<file path="config.mk">
export PLATFORM = sky130hd
export DESIGN_NAME = fw_cfg_shift_ctrl
export DESIGN_NICKNAME = d
export VERILOG_FILES = /design/src/rtl/fw_cfg_shift_ctrl.sv
export SDC_FILE = /design/constraint.sdc
export NUM_CORES = 1
export LEC_CHECK = 0
export CAP_MARGIN = 20
export CORE_ASPECT_RATIO = 1.4
export CORE_MARGIN = 2
export CORE_UTILIZATION = 30
export CTS_CLUSTER_DIAMETER = 60
export DETAILED_ROUTE_END_ITERATION = 16
export GPL_TIMING_DRIVEN = 0
export PLACE_DENSITY_LB_ADDON = 0.2
export SYNTH_ARGS = -nofsm -noshare
export SYNTH_HDL_FRONTEND = slang
export SYNTH_SLANG_ARGS = --single-unit
</file>
<file path="constraint.sdc">
create_clock -name fw_clk -period 7.7 [get_ports fw_clk]
set_input_delay 1.54 -clock fw_clk [delete_from_list [all_inputs] [get_ports fw_clk]]
set_output_delay 1.54 -clock fw_clk [all_outputs]
set_load 0.01 [all_outputs]
</file>
<file path="src/rtl/fw_cfg_shift_ctrl.sv">
// fw_cfg_shift_ctrl: serial configuration-chain driver.
// Fetches 32-bit words over a valid/ready handshake and shifts them out MSB first
// on fw_config_in / fw_config_clk. It captures fw_config_out on each rising
// fw_config_clk and finishes with a low fw_config_load pulse and a done strobe.
module fw_cfg_shift_ctrl #(
  parameter int CLK_HALF_W = 8
) (
  input  logic                  fw_clk,
  input  logic                  fw_rst,
  input  logic                  start,
  input  logic                  abort,
  input  logic [15:0]           bit_count,
  input  logic [CLK_HALF_W-1:0] clk_half,
  input  logic [31:0]           wr_data,
  input  logic                  wr_valid,
  output logic                  wr_ready,
  output logic [31:0]           rd_data,
  output logic                  rd_valid,
  output logic                  fw_config_clk,
  output logic                  fw_config_in,
  output logic                  fw_config_load,
  input  logic                  fw_config_out,
  output logic                  busy,
  output logic                  done,
  output logic                  err_len
);

  // The timer needs one extra bit so that it can hold the LOAD length of 2*clk_half.
  localparam int TW = CLK_HALF_W + 1;

  typedef enum logic [2:0] {
    IDLE,
    FETCH,
    SHIFT_LO,
    SHIFT_HI,
    LOAD,
    DONE
  } state_t;

  state_t                state;
  logic [CLK_HALF_W-1:0] half_q;      // clk_half latched at start, never 0
  logic [TW-1:0]         timer;       // cycles left in the current phase, minus one
  logic [15:0]           bits_left;   // config bits still to shift
  logic [4:0]            bit_idx;     // bit position within the current word
  logic [31:0]           shift_reg;   // outgoing word, MSB is the current bit
  logic [31:0]           cap_reg;     // incoming bits, newest in the LSB
  logic [5:0]            cap_cnt;     // bits in cap_reg since the last emitted word
  logic                  pend_valid;  // a captured word goes out on the next edge
  logic                  pend_full;   // the pending word is a full 32-bit word
  logic [31:0]           pend_data;

  logic [CLK_HALF_W-1:0] half_eff;
  logic [TW-1:0]         half_m1;
  logic [TW-1:0]         load_m1;
  logic [31:0]           cap_next;
  logic [5:0]            cnt_next;
  logic                  cap_last;
  logic [31:0]           cap_aligned;

  // Phase lengths, next capture word, and the left-aligned form of a partial final word.
  assign half_eff    = (clk_half == '0) ? CLK_HALF_W'(1) : clk_half;
  assign half_m1     = {1'b0, half_q} - TW'(1);
  assign load_m1     = {half_q, 1'b0} - TW'(1);
  assign cap_next    = {cap_reg[30:0], fw_config_out};
  assign cnt_next    = cap_cnt + 6'd1;
  assign cap_last    = (cnt_next == 6'd32) || (bits_left == 16'd1);
  assign cap_aligned = cap_next << (6'd32 - cnt_next);

  // Handshake and status flags decode directly from the state register.
  assign wr_ready = (state == FETCH);
  assign busy     = (state != IDLE);

  // Main sequencer: state, chain drive, capture path and strobes.
  always_ff @(posedge fw_clk or posedge fw_rst) begin
    if (fw_rst) begin
      state          <= IDLE;
      half_q         <= CLK_HALF_W'(1);
      timer          <= '0;
      bits_left      <= '0;
      bit_idx        <= '0;
      shift_reg      <= '0;
      cap_reg        <= '0;
      cap_cnt        <= '0;
      pend_valid     <= 1'b0;
      pend_full      <= 1'b0;
      pend_data      <= '0;
      rd_data        <= '0;
      rd_valid       <= 1'b0;
      fw_config_clk  <= 1'b0;
      fw_config_in   <= 1'b0;
      fw_config_load <= 1'b1;
      done           <= 1'b0;
      err_len        <= 1'b0;
    end else begin
      // NOTE: non-blocking defaults first; any later assignment in this block
      // overrides them, so the strobes last exactly one cycle.
      rd_valid   <= 1'b0;
      done       <= 1'b0;
      pend_valid <= 1'b0;

      // A partial word that is still pending is dropped when the sequence is aborted.
      if (pend_valid && (pend_full || !(abort && state != IDLE))) begin
        rd_data  <= pend_data;
        rd_valid <= 1'b1;
      end

      if (abort && state != IDLE) begin
        state          <= IDLE;
        fw_config_clk  <= 1'b0;
        fw_config_in   <= 1'b0;
        fw_config_load <= 1'b1;
      end else begin
        case (state)
          IDLE: begin
            if (start && !abort) begin
              if (bit_count == 16'd0) begin
                err_len <= 1'b1;
              end else begin
                err_len   <= 1'b0;
                bits_left <= bit_count;
                half_q    <= half_eff;
                cap_cnt   <= '0;
                cap_reg   <= '0;
                state     <= FETCH;
              end
            end
          end

          FETCH: begin
            fw_config_clk <= 1'b0;
            if (wr_valid) begin
              shift_reg    <= wr_data;
              fw_config_in <= wr_data[31];
              bit_idx      <= '0;
              timer        <= half_m1;
              state        <= SHIFT_LO;
            end
          end

          SHIFT_LO: begin
            if (timer == '0) begin
              // fw_config_out is sampled on the same edge that raises fw_config_clk.
              fw_config_clk <= 1'b1;
              timer         <= half_m1;
              state         <= SHIFT_HI;
              cap_reg       <= cap_next;
              if (cap_last) begin
                cap_cnt    <= '0;
                pend_valid <= 1'b1;
                pend_full  <= (cnt_next == 6'd32);
                pend_data  <= cap_aligned;
              end else begin
                cap_cnt <= cnt_next;
              end
            end else begin
              timer <= timer - TW'(1);
            end
          end

          SHIFT_HI: begin
            if (timer == '0) begin
              fw_config_clk <= 1'b0;
              bits_left     <= bits_left - 16'd1;
              if (bits_left == 16'd1) begin
                fw_config_in   <= 1'b0;
                fw_config_load <= 1'b0;
                timer          <= load_m1;
                state          <= LOAD;
              end else if (bit_idx == 5'd31) begin
                state <= FETCH;
              end else begin
                shift_reg    <= {shift_reg[30:0], 1'b0};
                fw_config_in <= shift_reg[30];
                bit_idx      <= bit_idx + 5'd1;
                timer        <= half_m1;
                state        <= SHIFT_LO;
              end
            end else begin
              timer <= timer - TW'(1);
            end
          end

          LOAD: begin
            if (timer == '0) begin
              fw_config_load <= 1'b1;
              done           <= 1'b1;
              state          <= DONE;
            end else begin
              timer <= timer - TW'(1);
            end
          end

          DONE: begin
            state <= IDLE;
          end

          default: begin
            state <= IDLE;
          end
        endcase
      end
    end
  end

endmodule
</file>
==> Yosys cells after proc, flatten, opt, wreduce, memory -nomap -nowiden <==
Cells that the tools add are included.
{ "word_totals": {"regBits": 181, "in_bits": 62, "elab_cells": 146} }
{ "op_classes": {"n_addsub": 7, "eq_ne": 24, "shifts": 1, "mux": 64, "n_bitwise": 2, "reduce_logical": 30} }
{ "ops": {"columns": ["cell", "count"], "rows": [
  ["2-to-1 mux 31 bit", 7],
  ["one-hot mux 31 bit (2 select lines)", 2],
  ["2-to-1 mux 9 bit", 6],
  ["2-to-1 mux 16 bit", 3],
  ["one-hot mux 9 bit (4 select lines)", 1],
  ["one-hot mux 16 bit (2 select lines)", 1],
  ["<< shifter 32 x 6 -> 32 bit", 1],
  ["2-to-1 mux 3 bit", 8],
  ["2-to-1 mux 6 bit", 4],
  ["2-to-1 mux 1 bit", 20],
  ["2-to-1 mux 5 bit", 4],
  ["inequality test 3 bit (second input constant)", 6],
  ["subtractor 9 x 1 -> 9 bit (second input constant)", 2],
  ["== test 16 x 1 -> 1 bit (second input constant)", 1],
  ["logical NOT 16 bit", 1],
  ["inequality test 2 bit (second input constant)", 8],
  ["AND reduction 4 bit", 4],
  ["subtractor 16 x 1 -> 16 bit (second input constant)", 1],
  ["one-hot mux 3 bit (5 select lines)", 1],
  ["AND reduction 5 bit", 3],
  ["one-hot mux 6 bit (2 select lines)", 1],
  ["AND reduction 6 bit", 2],
  ["one-hot mux 5 bit (2 select lines)", 1],
  ["logical NOT 9 bit", 1],
  ["other kinds (25)", 39]
]} }

==> Depth between registers and ports, before layout <==
{ "depth": {"word_depth": 7, "mapped_depth": 11, "mapped_depth_nobuf": 9} }

==> Least setup slack after synthesis <==
Ideal clock, no wire load.
{ "synth_path": {"path_type": "input to register", "from": "input bit_count[3]", "to": "register cap_cnt[5]", "setup_time_ns": 0.110, "arrival_ns": 2.934, "slack_ns": 4.656, "stages": 8, "path_cell_list": "nor4_1 nand4_1 a21oi_1 a221o_1 clkbuf_1 clkbuf_1 nand2_1 o41ai_1"} }
{ "synth_via": {"elab_chain_len": 3} }
{ "synth_lines": {"columns": ["element", "line", "source"], "rows": [
  ["from (decl)", "12", "input logic [15:0] bit_count,"],
  ["logical NOT 16 bit", "116", "if (bit_count == 16'd0) begin"],
  ["inequality test 2 bit (no source line)", null, null],
  ["AND reduction 5 bit (no source line)", null, null],
  ["to (signal assigned)", "153", "cap_cnt <= cnt_next;"],
  ["to (decl)", "47", "logic [5:0] cap_cnt;"]
]} }
Every way passes these cells.
A chain may end at the register's enable or synchronous reset.

==> Final worst setup path <==
{ "layout_path": {"from": "input bit_count[11]", "to": "register cap_reg[12]"} }
{ "layout_via": {"elab_chain_len": 3} }
{ "layout_lines": {"columns": ["element", "line", "source"], "rows": [
  ["logical NOT 16 bit", "116", null],
  ["inequality test 2 bit (no source line)", null, null],
  ["AND reduction 5 bit (no source line)", null, null],
  ["to (signal assigned)", "146", "cap_reg <= cap_next;"],
  ["to (decl)", "46", "logic [31:0] cap_reg;"]
]} }
Every way passes these cells.

==> results.sh <==
export IMPL_outcome="finished clean"
export IMPL_start_util_pct=30.4
export IMPL_clock_latency_ns=0.45
export IMPL_synth_cells=1098
export IMPL_ys_flop_type="dfrtp_1"
export IMPL_reg_top3="pend_data (32), rd_data (32)"
export IMPL_fmax_mhz=248
export IMPL_die_area_um2=35100
export IMPL_drive_above_1_share_pct=8.77
export IMPL_worst_slew_pin_slew_ns=0.826
export IMPL_synth_seq_cells=181
export IMPL_hold_start="pend_data[12]"
export IMPL_netlist_area_um2=10100
export IMPL_most_common_layout_cells="nand2_1 (283), dfrtp_1 (179), o21ai_0 (136), clkdlybuf4s50_1 (101), nor2_1 (59)"
export IMPL_power_density_nw_per_um2=309
export IMPL_root_buffer="clkbuf_16"
export IMPL_r2r_start="timer[0]"
export IMPL_hp_class="reg2reg"
export IMPL_post_cts_buffers=0
export IMPL_cts_buffers=17
export IMPL_grt_overflow_total=0
export IMPL_coreArea_um2=33100
export IMPL_fin_crit_sh_pct=52.4
export IMPL_portBuffers=101
export IMPL_drc=0
export IMPL_synthesis_nets=1168
export IMPL_dr_pass1_iters=6
export IMPL_ys_warn_count=0
export IMPL_post_cts_resized=0
export IMPL_gp_congestion=0.893
export IMPL_synth_seq_area_share_pct=45.0
export IMPL_nNetsFinal=1289
export IMPL_multi_input_area_um2=5200
export IMPL_maxCapViolCount=0
export IMPL_synthArstFlopShare_pct=100
export IMPL_fillers=3374
export IMPL_arrival_ns=4.34
export IMPL_ant_nets=0
export IMPL_setup_violations=0
export IMPL_grt_pass1_wl_mm=46.7
export IMPL_finalSetupTns_ns=0
export IMPL_ctsHoldBuffers=0
export IMPL_numClockSinks=181
export IMPL_cp_required_ns=8.00
export IMPL_grt_max_degree=124
export IMPL_rsz0062_at_grt="false"
export IMPL_wl_mm=28.5
export IMPL_start_kind="input pin"
export IMPL_fin_crit_ns=4.04
export IMPL_drt_iter0_drc=584
export IMPL_maxSlewViolCount=0
export IMPL_r2r_end="pend_data[1]"
export IMPL_viasPerCell=5.11
export IMPL_vdd_drop_max_mv=0.176
export IMPL_hold_violations=0
export IMPL_crit_type="in2reg"
export IMPL_fin_skew_ns=0.0130
export IMPL_path_clk_slew_ns=0.07
export IMPL_total_power_uw=3770
export IMPL_detail_route_wl_per_cell_um=17.0
export IMPL_ff_latch_area_um2=4530
export IMPL_cts_buffer_depth=2
export IMPL_slew_headroom_pct=44.7
export IMPL_syn_avg_cell_area_um2=9.17
export IMPL_end_kind="register"
export IMPL_vias=8576
export IMPL_dieWidth_um=159
export IMPL_p_leak_uw=0.00506
export IMPL_io_pins=102
export IMPL_die_h_um=221
export IMPL_hold_path_end="rd_data[12]"
export IMPL_tritoncts="done"
export IMPL_grtUsageTotal_pct=16.7
export IMPL_reg2reg_slack_ns=4.30
export IMPL_hpwl_mm=21.4
export IMPL_hold_depth=2
export IMPL_synth_edff_count=0
export IMPL_whs_ns=0.469
export IMPL_r2r_cells=9
export IMPL_crit_fanout=10
export IMPL_layout_commonest_cell="nand2_1"
export IMPL_grt_pass1_vias=8641
export IMPL_htreeDepth=4
export IMPL_antenna_cells=0
export IMPL_antenna_found_initial=0
export IMPL_area_growth_pct=21.2
export IMPL_ys_types=63
export IMPL_std_cell_rows=79
[worst max path at each step]
stage | startpoint | end | slack, ns | cells after the start
after floorplan | fw_rst | bit_idx[0] | 1.25 | 1
after global placement | fw_rst | rd_data[30] | -1.62 | 2
after detailed placement | bit_count[11] | cap_reg[12] | 3.24 | 8
after CTS | bit_count[11] | cap_cnt[5] | 3.69 | 9
after global routing | bit_count[10] | cap_cnt[0] | 3.49 | 9
final | bit_count[11] | cap_reg[12] | 3.66 | 8
[kinds of logic (layout without fill, tap and decap cells)]
group | after synthesis | after routing | share of synthesized area [%]
buffers and inverters | 86 | 220 | 3.35
XOR/XNOR | 13 | 13 | 1.13
adder cells (fa/ha/maj) | 8 | 8 | 0.994
flip-flops | 181 | 181 | 45.0
multiplexers | 110 | 110 | 15.8
AND/OR/NAND/NOR | 448 | 448 | 19.3
AO/OA/AOI/OAI | 252 | 252 | 14.5
[Yosys cell counts (all sizes together) (3+ instances only)]
library cell,instances,share of area [%]
nand2,283,11
dfrtp,179,44
o21ai,139,7.0
nor2,61,2.5
clkbuf,53,2.0
mux2i,52,5.2
a21oi,46,2.3
mux4,37,8.3
nor3,28,1.4
mux2,21,2.3
nand3,19,0.94
buf,17,0.78
inv,16,0.60
nor4,11,0.68
o211ai,10,0.75
a31oi,9,0.56
xnor2,9,0.78
ha,8,0.99
o31ai,7,0.52
a22oi,6,0.45
nor2b,6,0.37
o22ai,6,0.37
nand3b,5,0.37
nor3b,5,0.37
or2,5,0.31
or4,5,0.37
a32o,4,0.40
and2,4,0.25
nand2b,4,0.25
or3,4,0.25
xor2,4,0.35
and3,3,0.19
o211a,3,0.30
[metal layers]
metal / wire (µm) / up-vias / global-route usage (%)
met3: 950 / 57 / 2.55
met4: 1000 / 0 / 7.33
li1: - / 4139 / -
met1: 11700 / 4165 / 18.7
met5: 0 / - / 0
met2: 14800 / 215 / 31.4
[worst max-delay path: stages]
cell             delay (ns)
clkdlybuf4s50_1        0.48
nor4_1                 0.44
nand4_1                0.36
a21oi_1                0.37
a221o_1                0.17
clkbuf_1               0.40
clkbuf_1               0.40
o21ai_0                0.17
[cell type report]
class                           count  area share, %
Timing Repair Buffer              102           8.51
Inverter                           16          0.554
Buffer                             70           2.28
Sequential cell                   181           37.1
Multi-Input combinational cell    831           42.6
Clock buffer                       20           3.66
Clock inverter                     12          0.677
Tap cell                          445           4.56
[per-stage QoR]
step / setup slack (ns) / utilization (%) / cell area (µm²) / instances
final: 3.66 / 36.9 / 12200 / 1677
after global routing: 3.49 / 36.9 / 12200 / 1677
after CTS: 3.69 / 36.9 / 12200 / 1677
after global placement: -1.62 / 35.1 / 11600 / 1644
after detailed placement: 3.24 / 35.3 / 11700 / 1645
after floorplan: 1.25 / - / 10100 / 1098
[where the power goes]
group	switching (µW)	internal, µW
Clock	392	420
Combinational	949	631
Sequential	207	1170
Note: power is estimated with default switching activity, not from simulation.
